**config.mk**
```make
export PLATFORM = sky130hd
export DESIGN_NAME = aging_dispatcher
export DESIGN_NICKNAME = d
export VERILOG_FILES = /design/src/rtl/aging_dispatcher.sv
export SDC_FILE = /design/constraint.sdc
export NUM_CORES = 1
export LEC_CHECK = 0
export ABC_AREA = 1
export CAP_MARGIN = 15
export CORE_AREA = 2 2 130 132
export CTS_CLUSTER_DIAMETER = 120
export DETAILED_ROUTE_END_ITERATION = 10
export DIE_AREA = 0 0 132 134
export PLACE_DENSITY = 0.74
export SETUP_SLACK_MARGIN = 0.15
export SKIP_LAST_GASP = 1
export SLEW_MARGIN = 20
export SYNTH_ARGS = -nofsm -noshare
export SYNTH_HDL_FRONTEND = slang
export SYNTH_SLANG_ARGS = --single-unit
```
**constraint.sdc**
```tcl
create_clock -name clock -period 1.59 [get_ports clock]
set_input_delay 0.2385 -clock clock [delete_from_list [all_inputs] [get_ports clock]]
set_output_delay 0.2385 -clock clock [all_outputs]
set_load 0.03 [all_outputs]
```
**src/rtl/aging_dispatcher.sv**
```systemverilog
// aging_dispatcher: consumer side of the aging arbiter grant interface.
// Takes one grant, pops the granted show-ahead queue, forwards the entry over
// a valid/ready handshake, pulses arb_update, then waits SETTLE_CYCLES before
// trusting arb_selection again.
// Optional feature: define MEMOREDF_BURST_EN to serve up to BURST_LEN entries
// from the same queue per grant (still a single arb_update per grant).
module aging_dispatcher #(
    parameter int unsigned NUMBER_OF_QUEUES = 4,
    parameter int unsigned DATA_WIDTH       = 64,
    parameter int unsigned SETTLE_CYCLES    = 3,
    parameter int unsigned BURST_LEN        = 4
) (
    input  logic                                   clock,
    input  logic                                   reset,
    input  logic                                   arb_valid,
    input  logic [$clog2(NUMBER_OF_QUEUES)-1:0]    arb_selection,
    output logic                                   arb_update,
    input  logic [NUMBER_OF_QUEUES-1:0]            queue_empty,
    input  logic [NUMBER_OF_QUEUES*DATA_WIDTH-1:0] queue_data,
    output logic [NUMBER_OF_QUEUES-1:0]            queue_pop,
    output logic                                   m_valid,
    input  logic                                   m_ready,
    output logic [DATA_WIDTH-1:0]                  m_data,
    output logic [$clog2(NUMBER_OF_QUEUES)-1:0]    m_queue_id
);

    localparam int unsigned IDX_W = $clog2(NUMBER_OF_QUEUES);
    localparam int unsigned CNT_W = 4;
    localparam int unsigned SRV_W = 8;

    // Elaboration-time parameter range checks
    if (NUMBER_OF_QUEUES < 2) begin : g_chk_nq
        $error("aging_dispatcher: NUMBER_OF_QUEUES must be >= 2");
    end
    if (SETTLE_CYCLES < 1 || SETTLE_CYCLES > 15) begin : g_chk_settle
        $error("aging_dispatcher: SETTLE_CYCLES must be in 1..15");
    end
    if (BURST_LEN < 1 || BURST_LEN > 255) begin : g_chk_burst
        $error("aging_dispatcher: BURST_LEN must be in 1..255");
    end

    typedef enum logic [2:0] {
        ST_IDLE   = 3'd0,
        ST_FETCH  = 3'd1,
        ST_SEND   = 3'd2,
        ST_UPDATE = 3'd3,
        ST_SETTLE = 3'd4
    } state_t;

    state_t             state;
    logic [IDX_W-1:0]   sel;
    logic [CNT_W-1:0]   settle_cnt;

    logic               grant_ok_c;
    logic               more_c;
    logic [DATA_WIDTH-1:0] head_sel_c;

    // One-hot pop strobe for a queue index
    function automatic logic [NUMBER_OF_QUEUES-1:0] onehot(input logic [IDX_W-1:0] idx);
        onehot = NUMBER_OF_QUEUES'(1) << idx;
    endfunction

    // A grant qualifies only if the selected queue really holds an entry
    assign grant_ok_c = arb_valid && !queue_empty[arb_selection];

    // Head entry of the latched queue
    assign head_sel_c = queue_data[32'(sel) * DATA_WIDTH +: DATA_WIDTH];

`ifdef MEMOREDF_BURST_EN
    logic [SRV_W-1:0] served;
    logic [SRV_W-1:0] served_inc_c;

    assign served_inc_c = served + SRV_W'(1);
    // Keep draining the same queue while the burst budget lasts and data remains
    assign more_c = (32'(served_inc_c) < BURST_LEN) && !queue_empty[sel];
`else
    assign more_c = 1'b0;
`endif

    // Dispatcher FSM with registered outputs
    always_ff @(posedge clock) begin
        if (!reset) begin
            state      <= ST_IDLE;
            sel        <= '0;
            settle_cnt <= '0;
            arb_update <= 1'b0;
            queue_pop  <= '0;
            m_valid    <= 1'b0;
            m_data     <= '0;
            m_queue_id <= '0;
`ifdef MEMOREDF_BURST_EN
            served     <= '0;
`endif
        end else begin
            arb_update <= 1'b0;
            queue_pop  <= '0;
            unique case (state)
                ST_IDLE: begin
                    if (grant_ok_c) begin
                        sel       <= arb_selection;
                        queue_pop <= onehot(arb_selection);
                        state     <= ST_FETCH;
`ifdef MEMOREDF_BURST_EN
                        served    <= '0;
`endif
                    end
                end
                ST_FETCH: begin
                    // Show-ahead head is still the popped entry at this edge
                    m_data     <= head_sel_c;
                    m_queue_id <= sel;
                    m_valid    <= 1'b1;
                    state      <= ST_SEND;
                end
                ST_SEND: begin
                    if (m_ready) begin
                        m_valid <= 1'b0;
`ifdef MEMOREDF_BURST_EN
                        served  <= served_inc_c;
`endif
                        if (more_c) begin
                            queue_pop <= onehot(sel);
                            state     <= ST_FETCH;
                        end else begin
                            arb_update <= 1'b1;
                            state      <= ST_UPDATE;
                        end
                    end
                end
                ST_UPDATE: begin
                    settle_cnt <= CNT_W'(SETTLE_CYCLES);
                    state      <= ST_SETTLE;
                end
                ST_SETTLE: begin
                    // Arbiter selection is not looked at until the count expires
                    if (settle_cnt <= CNT_W'(1)) begin
                        settle_cnt <= '0;
                        state      <= ST_IDLE;
                    end else begin
                        settle_cnt <= settle_cnt - CNT_W'(1);
                    end
                end
                default: begin
                    settle_cnt <= '0;
                    m_valid    <= 1'b0;
                    state      <= ST_IDLE;
                end
            endcase
        end
    end

endmodule

```
-- Yosys cells after proc, flatten, opt, wreduce, memory -nomap -nowiden
Index checks and enable logic that the tools add are counted.
- eq/ne operators: 7
- bitwise gates (word level): 1
- reduce and logical (&&, ||, !) cells: 10
- order comparisons: 2
- shift operators: 2
- $add $sub $neg: 1
- muxes and demuxes: 11
- operators with widths (kind ; count):
    $shiftx 256x9->64 ; 1
    $pmux 3 s5 ; 1
    $pmux 4 s3 ; 1
    $mux 3 ; 3
    $eq 3x2->1 const B ; 2
    $ne 2x2->1 const B ; 3
    $reduce_and 2->1 ; 3
    $reduce_and 3->1 ; 2
    $reduce_or 3->1 ; 2
    $le 4x1->1 const B ; 1
    $mux 4 ; 1
    $shl 1x2->4 const A ; 1
    $sub 4x1->4 const B ; 1
    $eq 3x1->1 const B ; 1
    $eq 3x3->1 const B ; 1
    $logic_not 3->1 ; 1
    $lt 2x3->1 const B ; 1
    $mux 1 ; 3
    $pmux 1 s3 ; 1
    $bmux 1 s2 ; 1
    $logic_and 1x1->1 ; 1
    $logic_not 1->1 ; 1
    $not 1->1 ; 1
- register bits after elaboration: 81
- bits of input ports: 266
- output and inout bits: 72

-- Logic depth before layout (Yosys ltp)
- word-level depth: 6
- depth in mapped cells: 9
- gate-level depth less buffers: 9

-- Worst setup path before layout
OpenSTA, ideal clock, no wires.
- kind: reg-to-reg
- from: reg settle_cnt[0]
- to: reg settle_cnt[1]
- arrival time: 1.139 ns
- required time: 1.525 ns
- path buffers: 0
- period minus slack after synthesis: 1.204 ns
- library setup time: 0.065 ns
- path slack: 0.386 ns
- stages on the path, launching flop included: 10
- cells stage by stage: dfxtp_1 inv_1 ha_1 nor2_1 nor2_1 nor2_1 inv_1 nor2_1 nor2_1 nor2_1
- cells in the longest elaborated chain, start to end: 3
- elaborated cells on any way between the ends: 4
- those cells by class: 1 x add/sub; 1 x order compare; 2 x mux
- RTL lines (item ; RTL line ; text):
    start: declaration ; 52 ; logic [CNT_W-1:0] settle_cnt;
    start signal: assignment ; 131 ; settle_cnt <= CNT_W'(SETTLE_CYCLES);
    start signal: assignment ; 140 ; settle_cnt <= settle_cnt - CNT_W'(1);
    $sub 4x1->4 or $le 4x1->1 (tied branches) ; 140, 136 ;
    $mux 4 (*) ; 136 ; if (settle_cnt <= CNT_W'(1)) begin
    $pmux 4 s3 (*) ; 97 ; unique case (state)
Every way passes the cells marked *; elsewhere a longest branch is shown, timed or not.
A chain may end at the register's enable or synchronous reset.

-- Worst setup path after layout
- from: reg m_data[25]
- to: out m_data[25]
- RTL lines (item ; RTL line ; text):
    start: declaration ; 23 ; output logic [DATA_WIDTH-1:0] m_data,
    start signal: assignment ; 110 ; m_data <= head_sel_c;
No word-level cell between the ends.

==> qor.yml <==
run_status:
  status: "complete, no violations"
clocking:
  cts_buffers: 9
  cts.htree.levels: 3
  tritoncts: "done"
  cts_buffer_depth: 2
  clock-sinks: 81
  clk_pin_slew_worst_paths_ps: 60
  insertion_delay_ps: 330
  cts_hold_buf: 0
  cts_root_buf: "clkbuf_16"
cells_and_area:
  final_cells: 1413
  n_antenna_cell: 0
  multi_input_area_um2: 2770
  n_fill_cell: 1589
  layout-drive-gt1-share_pct: 7.80
  syn_to_final_growth_pct: 70.0
  seqCellArea_um2: 1630
  fin_area_um2: 9150
  fin_util_pct: 56.2
  nets: 1456
yosys:
  synthFlopType: "dfxtp_1"
  yosysTopAreaCell: "dfxtp_1"
  yosysWarnings: 0
  synth_common_cells: "inv_1 (156), nor2_1 (150), o21ai_1 (145)"
  synth_edf_count: 0
  synth-seq-cells: 81
  syn-num-nets: 1151
  async_flop_share_pct: 0
  syn-instance-count: 883
  netlist_area_um2: 5380
  avgSynthCellArea_um2: 6.10
  yosysMostFrequentCell: "inv_1"
  ys_top_cells_by_area: "dfxtp_1 (30%), o21ai_1 (13%), inv_1 (11%)"
  yosysTopAreaCellShare_pct: 30.1
  ys_types: 24
  ys_seq_area_share_pct: 30.1
timing:
  fmax_ghz: 0.717
  setup_viol: 0
  holdWs_ps: 449
  slew_viol_final: 0
  rsz0062_at_grt: "yes"
  hold_violations: 0
  skew_ps: 7.34
  worst_pin_slew_ps: 420
  maxSlewHeadroom_pct: 72.1
  finalSetupTns_ps: 0
  post-route-min-period_ps: 1400
  fin_ws_ps: 195
  fin_crit_sh_pct: 87.8
global_route:
  gr-max-usage-layer: "met2"
  grt_pass1_wl_mm: 29.8
  use_met3_pct: 5.82
  first_global_vias: 5958
  met1_usage_pct: 23.2
  overflow: 0
  grt_usage_pct: 20.6
  grt_max_degree: 69
  grt_use_met2_pct: 36.7
  grt_antenna_before_repair: 0
placed_design:
  hpwl_mm: 14.2
  routabilityCongestion: 0.825
  dp_cells: 1392
  place_area_um2: 8880
  pre_cts_slack_ps: 50.1
  io_buffer_count: 337
floorplanning:
  die_width_um: 132
  die_area_um2: 17700
  pin_count: 338
  initial_core_util_pct: 33.1
  die_y_um: 134
  rows: 47
  core_um2: 16300
pwr:
  total_power_mw: 8.61
  power.density_nw_per_um2: 941
  ir_drop_mv: 0.488
  p_leak_nw: 4.21
setup_path:
  crit_fanout: 2
  cp-start-kind: "register"
  crit_buf_inv: 1
  critPathKind: "register to primary output"
  regToRegStartpoint: "settle_cnt[0]$_SDFFE_PN0N_"
  r2r-end: "state[0]$_SDFFE_PN0P_"
  crit_chain: "dlygate4sd2_1"
  cp.arrival_ps: 1160
  crit_slowest_cell: "dlygate4sd2_1"
  slowest_delay_ps: 430
  end_kind: "primary output"
  required_ps: 1350
  r2r_cells: 9
  r2r_setup_slack_ps: 250
  crit_family: "buffers and inverters"
drt:
  vias: 6503
  routed_wl_mm: 19.1
  drt_iter0_drc: 330
  drcViolationCount: 0
  via_per_inst: 4.60
  ant_nets: 0
  routedWlPerCell_um: 13.5
  drt_pre_antenna_iters: 4
hold_path:
  hold_class: "register to register"
  min_path_cells: 2
  hold_end: "m_queue_id[1]$_SDFFE_PN0N_"
  hp-start: "m_queue_id[1]$_SDFFE_PN0N_"
flow_run:
  maxCapViolations: 0
logic make-up after synthesis:
family | count (synthesis) | synth area share [%]
xor+xnor | 1 | 0.163
fa+ha+maj | 2 | 0.465
flops | 81 | 30.1
compound gates | 336 | 31.4
simple gates | 240 | 19.3
buf+inv | 223 | 18.6
layout by cell type, fill, tap and decap left out, types with 2 or more instances in the layout:
cell type	n
nor3_1	4
buf_12	10
nor2_2	44
dfxtp_4	2
clkbuf_16	9
nor2_1	149
inv_1	156
dlygate4sd2_1	72
o21ai_1	146
dfxtp_2	2
o21ai_2	3
o21ai_0	115
clkinvlp_4	3
clkdlybuf4s50_1	265
dfxtp_1	77
buf_4	9
nand2_1	34
inv_6	2
a21oi_1	72
nand3_1	7
inv_2	2
what timing repair did:
item / 4_1_cts / 5_1_grt
resized for setup: 72 / 8
setup endpoints to repair: 72 / 17
gates cloned: 0 / 0
pin swaps: 0 / 3
buffers inserted: 0 / 5
worst max-delay path by stage:
| stage | cells after the start | endpoint | start | slack, ps |
|---|---|---|---|---|
| after floorplan | 9 | settle_cnt[1]$_SDFFE_PN0N_ | settle_cnt[0]$_SDFFE_PN0N_ | 390 |
| after global placement | 7 | queue_pop[2]$_SDFF_PN0_ | arb_selection[0] | 130 |
| after detailed placement | 7 | queue_pop[3]$_SDFF_PN0_ | arb_selection[0] | 50 |
| after CTS | 1 | m_data[26] | m_data[26]$_SDFFE_PN0N_ | 170 |
| after global routing | 9 | settle_cnt[1]$_SDFFE_PN0N_ | settle_cnt[0]$_SDFFE_PN0N_ | 120 |
| final | 1 | m_data[25] | m_data[25]$_SDFFE_PN0N_ | 190 |
power breakdown:
part           total, mW  switching [mW]  internal (mW)
logic               3.88            2.25           1.62
registers           2.61           0.196           2.41
clock network       2.13           0.896           1.23
total               8.61            3.34           5.26
metal layers:
| metal | routed length [um] | part of all wire (%) |
|---|---|---|
| met1 | 7710 | 40 |
| met2 | 9310 | 49 |
| met3 | 1500 | 7.8 |
| met4 | 586 | 3.1 |
| met5 | 0 | 0 |
state kept, by name, indices dropped and copies added (netlist names):
signal / count
queue_pop: 4
state: 3
m_data: 64
settle_cnt: 4
sel: 2
m_valid: 1
arb_update: 1
m_queue_id: 2
cell type report:
type,instances,area share (%)
well taps,220,3.01
inverters,159,6.55
multi-input cells,579,30.3
clock buffers,9,2.46
clock inverters,7,0.861
repair buffers,358,39.0
flip-flops and latches,81,17.8
(Power assumes the default switching activity.)
